$ cat src/rtl/uart_pkg.sv
// Shared types for the UART transmit scheduler: FSM state encoding, baud codes and
// the round-robin pointer helper.
package uart_pkg;

   typedef enum logic [2:0] {
      StIdle,
      StGrant,
      StWrite,
      StWaitHi,
      StWaitLo
   } sched_state_e;

   localparam logic [2:0] BaudSel0 = 3'b000;
   localparam logic [2:0] BaudSel1 = 3'b001;
   localparam logic [2:0] BaudSel2 = 3'b010;
   localparam logic [2:0] BaudSel3 = 3'b011;
   localparam logic [2:0] BaudSel4 = 3'b100;
   localparam logic [2:0] BaudSel5 = 3'b101;
   localparam logic [2:0] BaudSel6 = 3'b110;
   localparam logic [2:0] BaudSel7 = 3'b111;

   // Advance a source index by one, wrapping at n.
   function automatic logic [2:0] rr_wrap_inc(input logic [2:0] idx, input int unsigned n);
      if (32'(idx) + 32'd1 >= n) begin
         return 3'd0;
      end
      return idx + 3'd1;
   endfunction

endpackage

$ cat src/rtl/uart_rr_arbiter.sv
// Combinational round-robin pick: searches from the source after i_last and returns the
// first requesting source as both a one-hot vector and an index.
module uart_rr_arbiter
   import uart_pkg::*;
#(
   parameter int unsigned NUM_REQ = 4
) (
   input  logic [NUM_REQ-1:0] i_valid,
   input  logic [2:0]         i_last,
   output logic [NUM_REQ-1:0] o_onehot,
   output logic [2:0]         o_idx,
   output logic               o_any
);

   logic [7:0] w_valid8;
   logic [2:0] w_cand;
   logic       w_found;

   assign w_valid8 = 8'(i_valid);

   always_comb begin
      w_cand   = i_last;
      w_found  = 1'b0;
      o_idx    = i_last;
      o_onehot = '0;
      for (int unsigned n = 0; n < NUM_REQ; n++) begin
         w_cand = rr_wrap_inc(w_cand, NUM_REQ);
         if (!w_found && w_valid8[w_cand]) begin
            w_found = 1'b1;
            o_idx   = w_cand;
         end
      end
      for (int unsigned i = 0; i < NUM_REQ; i++) begin
         o_onehot[i] = w_found && (o_idx == 3'(i));
      end
      o_any = w_found;
   end

endmodule

$ cat src/rtl/uart_tx_scheduler.sv
// Round-robin scheduler sharing one UART transmitter between NUM_REQ byte sources.
// Define UART_TX_SCHED_STATS_EN to add the byte_count completed-byte counter output.
module uart_tx_scheduler
   import uart_pkg::*;
#(
   parameter int unsigned NUM_REQ      = 4,
   parameter int unsigned BUSY_TIMEOUT = 64
) (
   input  logic                 clk,
   input  logic                 reset,
   input  logic [NUM_REQ-1:0]   req_valid,
   input  logic [8*NUM_REQ-1:0] req_data,
   output logic [NUM_REQ-1:0]   req_ready,
   input  logic                 cfg_enable,
   input  logic [2:0]           cfg_baud_select,
   output logic [7:0]           Tx_DATA,
   output logic                 Tx_WR,
   output logic                 Tx_EN,
   output logic [2:0]           baud_select,
   input  logic                 Tx_BUSY,
   output logic [2:0]           grant_id,
`ifdef UART_TX_SCHED_STATS_EN
   output logic [15:0]          byte_count,
`endif
   output logic                 err_timeout
);

   localparam int unsigned CntW = $clog2(BUSY_TIMEOUT + 1);

   sched_state_e        r_state;
   logic [NUM_REQ-1:0]  r_req_ready;
   logic [7:0]          r_tx_data;
   logic                r_tx_wr;
   logic                r_tx_en;
   logic [2:0]          r_baud;
   logic [2:0]          r_grant_id;
   logic [2:0]          r_win_idx;
   logic                r_err;
   logic [CntW-1:0]     r_cnt;
`ifdef UART_TX_SCHED_STATS_EN
   logic [15:0]         r_byte_count;
`endif

   logic [NUM_REQ-1:0]  w_onehot;
   logic [2:0]          w_idx;
   logic                w_any;
   logic [7:0]          w_win_data;

   uart_rr_arbiter #(
      .NUM_REQ (NUM_REQ)
   ) u_arb (
      .i_valid  (req_valid),
      .i_last   (r_grant_id),
      .o_onehot (w_onehot),
      .o_idx    (w_idx),
      .o_any    (w_any)
   );

   always_comb begin
      w_win_data = 8'h00;
      for (int unsigned i = 0; i < NUM_REQ; i++) begin
         if (r_win_idx == 3'(i)) begin
            w_win_data = req_data[8*i +: 8];
         end
      end
   end

   always_ff @(posedge clk) begin
      if (reset) begin
         r_state      <= StIdle;
         r_req_ready  <= '0;
         r_tx_data    <= 8'h00;
         r_tx_wr      <= 1'b0;
         r_tx_en      <= 1'b0;
         r_baud       <= BaudSel0;
         r_grant_id   <= 3'(NUM_REQ - 1);
         r_win_idx    <= 3'd0;
         r_err        <= 1'b0;
         r_cnt        <= '0;
`ifdef UART_TX_SCHED_STATS_EN
         r_byte_count <= 16'h0000;
`endif
      end else begin
         r_tx_en     <= cfg_enable;
         r_tx_wr     <= 1'b0;
         r_req_ready <= '0;
         unique case (r_state)
            StIdle: begin
               r_baud <= cfg_baud_select;
               // The pick is made here so req_ready is already up during GRANT.
               if (cfg_enable && !Tx_BUSY && w_any) begin
                  r_req_ready <= w_onehot;
                  r_win_idx   <= w_idx;
                  r_state     <= StGrant;
               end
            end
            StGrant: begin
               if (|(req_valid & r_req_ready)) begin
                  r_tx_data  <= w_win_data;
                  r_grant_id <= r_win_idx;
                  r_tx_wr    <= 1'b1;
                  r_state    <= StWrite;
               end else begin
                  r_state <= StIdle;
               end
            end
            StWrite: begin
               r_cnt   <= CntW'(1);
               r_state <= StWaitHi;
            end
            StWaitHi: begin
               if (Tx_BUSY) begin
                  r_state <= StWaitLo;
               end else if (r_cnt >= CntW'(BUSY_TIMEOUT - 1)) begin
                  // Flag lands on cycle BUSY_TIMEOUT after the write strobe.
                  r_err   <= 1'b1;
                  r_state <= StIdle;
               end else begin
                  r_cnt <= r_cnt + CntW'(1);
               end
            end
            StWaitLo: begin
               if (!Tx_BUSY) begin
                  r_state <= StIdle;
`ifdef UART_TX_SCHED_STATS_EN
                  r_byte_count <= r_byte_count + 16'd1;
`endif
               end
            end
            default: r_state <= StIdle;
         endcase
      end
   end

   assign req_ready   = r_req_ready;
   assign Tx_DATA     = r_tx_data;
   assign Tx_WR       = r_tx_wr;
   assign Tx_EN       = r_tx_en;
   assign baud_select = r_baud;
   assign grant_id    = r_grant_id;
   assign err_timeout = r_err;
`ifdef UART_TX_SCHED_STATS_EN
   assign byte_count  = r_byte_count;
`endif

endmodule
$ cat config.mk
export PLATFORM = sky130hd
export DESIGN_NAME = uart_tx_scheduler
export DESIGN_NICKNAME = d
export VERILOG_FILES = /design/src/rtl/uart_pkg.sv /design/src/rtl/uart_rr_arbiter.sv /design/src/rtl/uart_tx_scheduler.sv
export SDC_FILE = /design/constraint.sdc
export NUM_CORES = 1
export LEC_CHECK = 0
export CORE_MARGIN = 8
export CORE_UTILIZATION = 45
export CTS_BUF_LIST = sky130_fd_sc_hd__clkbuf_4 sky130_fd_sc_hd__clkbuf_8 sky130_fd_sc_hd__clkbuf_16
export DETAILED_ROUTE_END_ITERATION = 6
export DONT_BUFFER_PORTS = 1
export GPL_TIMING_DRIVEN = 1
export SYNTH_ARGS = -nofsm -noshare
export SYNTH_HDL_FRONTEND = slang
export SYNTH_SLANG_ARGS = --single-unit
$ cat constraint.sdc
create_clock -name clk -period 6.1 [get_ports clk]
set_input_delay 1.22 -clock clk [delete_from_list [all_inputs] [get_ports clk]]
set_output_delay 1.22 -clock clk [all_outputs]
set_load 0.02 [all_outputs]
* Yosys cells after proc, flatten, opt, wreduce, memory -nomap -nowiden *
Index checks and enable logic that the tools add are counted.

storage, ports and cells
  register bits = 34
  output and inout bits = 21
  bits of input ports = 43
  word-level logic and storage cells = 115

cells by class
  $lt $le $gt $ge = 9
  reduce and logical (&&, ||, !) cells = 25
  muxes and demuxes = 42
  bitwise gates (word level) = 5
  $add $sub $neg = 9
  equality and inequality tests = 15

operators with widths
  kind                                                                                  count
  32-bit by 3-bit greater-or-equal comparator with 1-bit output, second input constant  4
  3-bit 2-to-1 mux                                                                      16
  8-bit 2-to-1 mux                                                                      4
  3-bit by 2-bit equality test with 1-bit output, second input constant                 6
  3-bit by 1-bit adder with 4-bit output, second input constant                         4
  3-bit by 4-bit less-than comparator with 1-bit output, second input constant          4
  3-bit one-hot mux with 5 select lines                                                 1
  7-bit 2-to-1 mux                                                                      2
  7-bit one-hot mux with 2 select lines                                                 1
  1-bit 2-to-1 mux                                                                      13
  3-bit by 1-bit adder with 3-bit output, second input constant                         4
  1-bit binary-select mux with 3-bit select                                             4
  3-bit by 1-bit equality test with 1-bit output, second input constant                 3
  1-bit logical AND                                                                     9
  3-bit zero test                                                                       3
  3-bit AND reduction                                                                   3
  2-bit != test, second input constant                                                  4
  7-bit by 1-bit adder with 7-bit output, second input constant                         1
  7-bit by 6-bit greater-or-equal comparator with 1-bit output, second input constant   1
  4-bit AND                                                                             1
  1-bit zero test                                                                       4
  1-bit inverter                                                                        4
  2-bit AND reduction                                                                   2
  4-bit OR reduction                                                                    1
  6 further kinds                                                                       6

* Logic depth before layout (Yosys ltp) *
Gate-level depths: netlist of the first run.

  depth in word-level cells = 23
  mapped depth = 11
  depth with buffers taken out = 11

* By module *
From an unflattened synthesis of the first run, not the netlist that was laid out.

second synthesis, totals
  cell total of the unflattened synthesis = 245
  area total of the unflattened synthesis = 2,167.1 um^2

modules (own cells, without submodules)
  module             cells each  seq. area each (um^2)  area an instance (um^2)  instances
  uart_tx_scheduler  157         680.7                  1,584.0                  1
  uart_rr_arbiter    88          0.0                    583.1                    1

* Least setup slack after synthesis of the first run *
No wires, ideal clock.

  kind = input to register
  start point = in req_valid[2]
  end point = reg r_req_ready[0] (netlist: req_ready[0])
  stages on the path = 7
  buffers on the path = 1
  setup time = 0.116 ns
  required time = 5.984 ns
  data arrival time = 2.596 ns
  setup slack = 3.388 ns
  cell sequence = clkbuf_1 -> mux2_1 -> o41ai_1 -> a22o_1 -> o211ai_2 -> and2_4 -> and4_1

on the way
  longest elaborated chain between the ends = 15
  elaborated cells between the ends (all ways) = 27
  those cells by class = mux: 16; bitwise: 1; reduce/logical: 10

ends and longest elaborated chain
  what                                       line                     RTL
  start, declared                            uart_tx_scheduler.sv:11  input logic [NUM_REQ-1:0] req_valid,
  1-bit binary-select mux with 3-bit select  uart_rr_arbiter.sv:28    if (!w_found && w_valid8[w_cand]) begin
  1-bit 2-to-1 mux (not written as such)     uart_rr_arbiter.sv:28
  1-bit 2-to-1 mux                           uart_rr_arbiter.sv:28
  1-bit zero test                            uart_rr_arbiter.sv:28
  1-bit logical AND                          uart_rr_arbiter.sv:28
  1-bit 2-to-1 mux                           uart_rr_arbiter.sv:28
  1-bit zero test                            uart_rr_arbiter.sv:28
  1-bit logical AND                          uart_rr_arbiter.sv:28
  1-bit 2-to-1 mux                           uart_rr_arbiter.sv:28
  1-bit zero test                            uart_rr_arbiter.sv:28
  1-bit logical AND                          uart_rr_arbiter.sv:28
  1-bit 2-to-1 mux                           uart_rr_arbiter.sv:28
  1-bit logical AND                          uart_tx_scheduler.sv:91  if (cfg_enable && !Tx_BUSY && w_any) begin
  1-bit inverter (no line)                   -
  3-bit OR reduction (no line)               -
  end signal, assigned                       uart_tx_scheduler.sv:92  r_req_ready <= w_onehot;
  end, declared                              uart_tx_scheduler.sv:31  logic [NUM_REQ-1:0] r_req_ready;

Several ways; a longest one is shown, not always the timed one. The select of a mux whose other input is x is not followed.
A chain may end at the register's enable or synchronous reset.

* Worst setup path in the final report of the first run *
  start point = reg r_grant_id[0] (netlist: grant_id[0])
  end point = reg r_req_ready[3] (netlist: req_ready[3])

on the way
  longest elaborated chain between the ends = 23
  elaborated cells between the ends (all ways) = 47
  those cells by class = add/sub: 8; order compare: 4; eq/ne: 1; mux: 24; bitwise: 1; reduce/logical: 9

ends and longest elaborated chain
  what                                                           line                      RTL
  start, declared                                                uart_tx_scheduler.sv:36   logic [2:0] r_grant_id;
  start signal, assigned                                         uart_tx_scheduler.sv:76   r_grant_id <= 3'(NUM_REQ - 1);
  start signal, assigned                                         uart_tx_scheduler.sv:100  r_grant_id <= r_win_idx;
  3-bit by 1-bit adder with 4-bit output                         uart_pkg.sv:24            if (32'(idx) + 32'd1 >= n) begin
  32-bit by 3-bit greater-or-equal comparator with 1-bit output  uart_pkg.sv:24
  1-bit 2-to-1 mux                                               uart_pkg.sv:24
  3-bit 2-to-1 mux                                               uart_pkg.sv:27            return idx + 3'd1;
  3-bit by 1-bit adder with 4-bit output                         uart_pkg.sv:24
  32-bit by 3-bit greater-or-equal comparator with 1-bit output  uart_pkg.sv:24
  1-bit 2-to-1 mux                                               uart_pkg.sv:24
  3-bit 2-to-1 mux                                               uart_pkg.sv:27
  (+7 left out)                                                  -
  3-bit 2-to-1 mux                                               uart_pkg.sv:27
  1-bit binary-select mux with 3-bit select                      uart_rr_arbiter.sv:28
  1-bit 2-to-1 mux (not written as such)                         uart_rr_arbiter.sv:28
  1-bit logical AND                                              uart_rr_arbiter.sv:28
  1-bit 2-to-1 mux                                               uart_rr_arbiter.sv:28
  1-bit logical AND                                              uart_tx_scheduler.sv:91
  1-bit inverter (no line)                                       -
  3-bit OR reduction (no line)                                   -

Several ways; a longest one is shown, not always the timed one. The select of a mux whose other input is x is not followed.

==> results of run 1 <==
[cell usage after synthesis (2+ instances only)]
cell type	count
dfxtp_1	34
nor2_1	24
a21oi_1	16
mux2i_1	10
nand2_1	10
nor3b_1	10
clkbuf_1	9
mux4_2	8
inv_1	6
nand2b_1	4
nor2b_1	4
xor2_1	4
a21o_1	3
a22oi_1	3
and3_1	3
buf_2	3
ha_1	3
nand3_1	3
nand4_1	3
nor3_1	3
o21ai_0	3
o21ai_1	3
a211oi_1	2
a211oi_2	2
a22o_1	2
a41oi_1	2
and2_1	2
nor2_2	2
o21a_1	2
o22ai_1	2
[area by class of cell]
class / count / area share (%)
well taps: 52 / 3.06
multi-input cells: 161 / 59.2
clock inverters: 2 / 0.589
inverters: 7 / 1.24
flip-flops and latches: 34 / 32.0
clock buffers: 6 / 3.89
[worst max-delay path by stage]
stage	startpoint	end	slack, ns	cells after the start
floorplan	req_valid[2]	req_ready[0]$_SDFF_PP0_	3.39	7
global route	grant_id[0]$_SDFFE_PP1P_	req_ready[3]$_SDFF_PP0_	2.47	11
CTS	grant_id[0]$_SDFFE_PP1P_	req_ready[3]$_SDFF_PP0_	2.73	11
detailed placement	grant_id[0]$_SDFFE_PP1P_	req_ready[3]$_SDFF_PP0_	2.76	11
global placement	grant_id[0]$_SDFFE_PP1P_	req_ready[2]$_SDFF_PP0_	2.99	11
finish	grant_id[0]$_SDFFE_PP1P_	req_ready[3]$_SDFF_PP0_	2.69	11
[flip-flops by register name (all words and copies together), names as in the netlist]
signal       flops
r_cnt            7
Tx_EN            1
req_ready        4
Tx_WR            1
baud_select      3
r_win_idx        3
r_state          3
grant_id         3
err_timeout      1
Tx_DATA          8
[critical path: stages (launching register included)]
cell	delay, ns
dfxtp_1	0.73
ha_1	0.51
xor2_1	0.36
nor2_2	0.10
inv_2	0.14
ha_1	0.25
nand2b_1	0.17
mux2i_1	0.28
and2_1	0.19
o22ai_1	0.08
a2bb2oi_2	0.19
nor4_1	0.29
[through the flow]
step	hold slack, ns	cell area [µm²]	total power, mW
2_1_floorplan	0.430	2040	0.280
3_3_place_gp	0.455	2030	0.280
3_5_place_dp	0.460	2030	0.282
4_1_cts	0.470	2120	0.453
5_1_grt	0.506	2120	0.468
6_report	0.468	2120	0.446
[cells by family after synthesis]
kind of cell,count (synthesis),share of synthesized area (%)
simple gates,78,22.1
mux,20,14.9
xor+xnor,5,2.15
buf+inv,22,4.79
compound gates,55,20.8
fa+ha+maj,3,1.84
flops,34,33.4
[report_power, final]
part	internal (mW)	leakage, nW	switching [mW]
logic	0.0246	0.455	0.0163
registers	0.226	0.276	0.00977
clock network	0.0906	0.0472	0.0788
total	0.341	0.777	0.105
[cells in the final DEF, fill, tap and decap left out, drive strengths merged, types with 2 or more instances in the layout]
master  Yosys  layout
nor3        3       3
o21a        2       2
o22ai       2       2
ha          3       3
a21oi      16      16
nor2       26      26
inv         7       7
xor2        4       4
o21ai       7       7
nand2b      4       4
a211oi      4       4
a21o        3       3
nor2b       4       4
a221oi      2       2
clkbuf      9       6
mux2i      10      10
nand4       3       3
nand2      10      10
a41oi       2       2
and4        2       2
a22o        2       2
mux2        2       2
nand3       3       3
nor4b       2       2
and2        3       3
a22oi       3       3
mux4        8       8
o211ai      2       2
and3        3       3
nor3b      10      10
dfxtp      34      34
[per-layer routing]
metal | GRT usage, % | up-vias | wire (µm)
li1 | - | 789 | -
met1 | 14.1 | 768 | 1990
met2 | 26.7 | 50 | 2740
met3 | 5.18 | 8 | 298
met4 | 6.55 | 0 | 82
met5 | 0 | - | 0
==> results.cfg, run 1 <==
[clocking]
clock-sinks = 34
clk_pin_slew_ns = 0.06
cts.path.max_buffers = 2
cts_root_buf = clkbuf_8
cts_buffers = 5
post_cts_resize_count = 0
clk_latency_ns = 0.28
cts_setup_buffers = 0
htreeDepth = 2
hold_buffers = 0
cts_tree = yes

[die]
fp.dieW_um = 83.3
die_h_um = 83.3
rows = 24
dieArea_um2 = 6930
start_util_pct = 46.8
fp.coreArea_um2 = 4350
io_pins = 64

[synthesis]
synth_ff_type = dfxtp_1
synthTopCellsByArea = dfxtp_1, mux4_2, mux2i_1
yosysTopAreaCellShare_pct = 33.4
async_flop_share_pct = 0
syn_area_um2 = 2040
syn_area_per_cell_um2 = 9.38
synth-seq-cells = 34
ys_warn_count = 0
synth_area_leader_cell = dfxtp_1
synth-seq-area-share_pct = 33.4
syn_nets = 263
syn_inst = 217
synth_edf_count = 0
yosys.cell_types.count = 62

[cells_and_area]
multi_input_area_um2 = 1260
fin_cells = 262
fin_util_pct = 48.8
drive_gt1_share_pct = 14.8
seqCellArea_um2 = 681
syn_to_final_growth_pct = 4.36
nets = 255
n_fill_cell = 408
diodes = 0

[route]
dr.pass1.iters = 4
drcViolationCount = 0
wl_um = 5110
vias = 1615
via_per_inst = 6.16
drt_iter0_drc = 69
final_antenna_net_count = 0
wl_per_cell_um = 19.5

[sta]
clock_skew_ns = 0.00703
worst_pin_slew_ns = 0.823
slew_headroom_pct = 45.0
setup_violations = 0
finalHoldViolCount = 0
timing.final.crit_share_pct = 55.9
fin_ws_ns = 2.69
rsz0062_at_grt = false
finalSetupTns_ns = 0
drv_slew = 0
fmax_ghz = 0.293
min_period_ns = 3.41

[worst_setup_path]
arrival_ns = 3.59
end_kind = flop
critPathLaunchType = flop
reg2reg_to = req_ready[3]$_SDFF_PP0_
required_ns = 6.28
reg2reg_slack_ns = 2.69
crit_type = flop to flop
r2r_cells = 11
worst-path-max-fanout = 15
r2r_start = grant_id[0]$_SDFFE_PP1P_

[min_path]
min_path_type = flop to flop
worstHoldEndpoint = r_cnt[6]$_SDFFE_PP0P_
holdCritStartpoint = r_cnt[6]$_SDFFE_PP0P_
hold_depth = 2

[pwr]
powerDensity_nw_per_um2 = 210
p_leak_nw = 0.777
ir_drop_mv = 0.130

[global_route]
grt_pass1_vias = 1681
grt_max_degree = 27
gr-total-overflow = 0
antenna_found_initial = 0
grt_first_pass_wirelength_um = 8400
grt_usage_pct = 14.5

[place]
dp.cells = 254
io_buffers = 0
place_congestion = 0.818
dp_slack_ns = 2.76
dp_hpwl_um = 3950

[status]
status = complete, no violations

[flow_run]
drv_cap = 0
No activity file was read; power rests on OpenSTA's default activity.
==> run 2: changes to the inputs <==
==> constraint.sdc (replaced) <==
create_clock -name clk -period 3.52 [get_ports clk]
set_input_delay 0.704 -clock clk [delete_from_list [all_inputs] [get_ports clk]]
set_output_delay 0.704 -clock clk [all_outputs]
set_load 0.02 [all_outputs]
==> run 2 against run 1 <==
Compared with the run above: power grew 74%; routed wire length up 0.80%; worst setup slack got worse by 2.0 ns; flip-flop and latch count is the same; combinational power is 77% higher; sequential share of layout area is 0.34 points lower; design area rose by 1.1%; largest power group unchanged; critical path type unchanged; sequential power grew 73%; non-clock buffer count grew 3.
==> results.cfg, run 2 (synthesis results as in run 1) <==
[status]
status = complete, no violations

[clocking]
post_cts_resize_count = 0
clk_latency_ns = 0.29
cts_tree = yes
clock-sinks = 34
cts_setup_buffers = 0
cts_root_buf = clkbuf_8
cts.path.max_buffers = 2
hold_buffers = 0
htreeDepth = 2
clk_pin_slew_ns = 0.07
cts_buffers = 5

[pwr]
p_leak_nw = 0.791
p_int_uw = 591
pwr-share-comb_pct = 9.3
powerDensity_nw_per_um2 = 362
p_seq_share_pct = 52.4
totalPowerFinal_uw = 777
ir_drop_mv = 0.223
power_switching_share_pct = 24.0
clkPwrFrac_pct = 38.3
p_sw_uw = 186

[route]
drcViolationCount = 0
via_per_inst = 6.05
dr.pass1.iters = 4
wl_met3_um = 270
wl_um = 5150
wl_per_cell_um = 19.4
vias = 1604
wl_met1_um = 2040
routed.top_layer = met4
final_antenna_net_count = 0
drt_iter0_drc = 142
dr_wl_met2_um = 2780

[place]
io_buffers = 0
dp_hpwl_um = 3940
dpl_cell_area_um2 = 2050
place_congestion = 0.825

[flow_run]
drv_cap = 0

[sta]
slew_headroom_pct = 45.9
fmax_ghz = 0.357
min_period_ns = 2.80
hold_ws_ns = 0.473
setup_violations = 0
timing.final.crit_share_pct = 79.6
clock_skew_ns = 0.00984
finalSetupTns_ns = 0
worst_pin_slew_ns = 0.810
drv_slew = 0
finalHoldViolCount = 0
rsz0062_at_grt = false

[worst_setup_path]
end_kind = flop
critPathLaunchType = flop
required_ns = 3.69
slowest_delay_ns = 0.39
startpoint = grant_id[0]$_SDFFE_PP1P_
r2r_start = grant_id[0]$_SDFFE_PP1P_
worst-path-max-fanout = 11
cp_slowest_cell = ha_1
path_cells = ha_1 -> xor2_1 -> nor2_2 -> inv_2 -> ha_1 -> nand2b_1 -> mux2i_1 -> a22o_1 -> o211ai_2 -> and2_4 -> and4_1
crit_type = flop to flop
arrival_ns = 2.98
critPathMostFrequentCell = ha_1

[die]
io_pins = 64
start_util_pct = 46.8
rows = 24
fp.dieW_um = 83.3
fp.coreArea_um2 = 4350
dieArea_um2 = 6930
die_h_um = 83.3

[cells_and_area]
syn_to_final_growth_pct = 5.47
nets = 258
fin_util_pct = 49.3
largest_reg_flops = 8
finalInstanceArea_um2 = 2150
diodes = 0
final_common_cell = dfxtp_1
drive_gt1_share_pct = 16.0
n_fill_cell = 430
mostFrequentLayoutCells = dfxtp_1, nor2_1, a21oi_1

[global_route]
grt_pass1_vias = 1578
grt_usage_pct = 14.1
antenna_found_initial = 0
gr-total-overflow = 0
grt_first_pass_wirelength_um = 8090
grt_max_degree = 27

[min_path]
holdCritStartpoint = r_cnt[6]$_SDFFE_PP0P_
min_path_type = flop to flop
-- run 2: cell types whose count changed in the layout (fill, tap and decap cells not counted) --
| cell | delta |
|---|---|
| buf_4 | +3 |
-- run 2: metrics by stage --
stage          setup WS (ns)  std cells
2_1_floorplan           1.03        217
3_3_place_gp           0.901        257
3_5_place_dp           0.763        257
4_1_cts                0.739        265
5_1_grt                0.529        265
6_report               0.720        265
-- run 2: critical path, delay by kind of cell, from the launching register on --
family,cells,cell delay (ns)
simple gates,4,0.65
flops,1,0.34
compound gates,2,0.33
buf+inv,1,0.12
mux,1,0.26
xor+xnor,1,0.37
fa+ha+maj,2,0.62
-- run 2: layout make-up --
type                    instances  area [µm²]  area share [%]
well taps                      52        65.1            3.03
repair buffers                  3        22.5            1.05
multi-input cells             161        1260            58.6
clock inverters                 2        12.5           0.583
flip-flops and latches         34         681            31.7
clock buffers                   6        82.6            3.85
inverters                       7        26.3            1.22
-- run 2: final timing paths --
path	end	cells past startpoint	slack, ns
max	req_ready[0]$_SDFF_PP0_	11	0.72
min	r_cnt[6]$_SDFFE_PP0P_	2	0.47
max reg2reg	req_ready[0]$_SDFF_PP0_	11	0.72
min reg2reg	r_cnt[6]$_SDFFE_PP0P_	2	0.47
-- run 2: power groups by stage --
| stage | Sequential (mW) | Clock [mW] | Combinational (mW) |
|---|---|---|---|
| after global placement | 0.416 | 0 | 0.0700 |
| after global routing | 0.409 | 0.324 | 0.0781 |
| after CTS | 0.408 | 0.309 | 0.0722 |
| final | 0.408 | 0.298 | 0.0723 |
| after detailed placement | 0.417 | 0 | 0.0720 |
| after floorplan | 0.409 | 0 | 0.0759 |
-- run 2: per-layer routing --
| layer | track usage [%] | vias to the layer above |
|---|---|---|
| li1 | - | 794 |
| met5 | 0 | - |
| met3 | 4.59 | 7 |
| met2 | 25.3 | 38 |
| met4 | 5.43 | 0 |
| met1 | 14.6 | 765 |
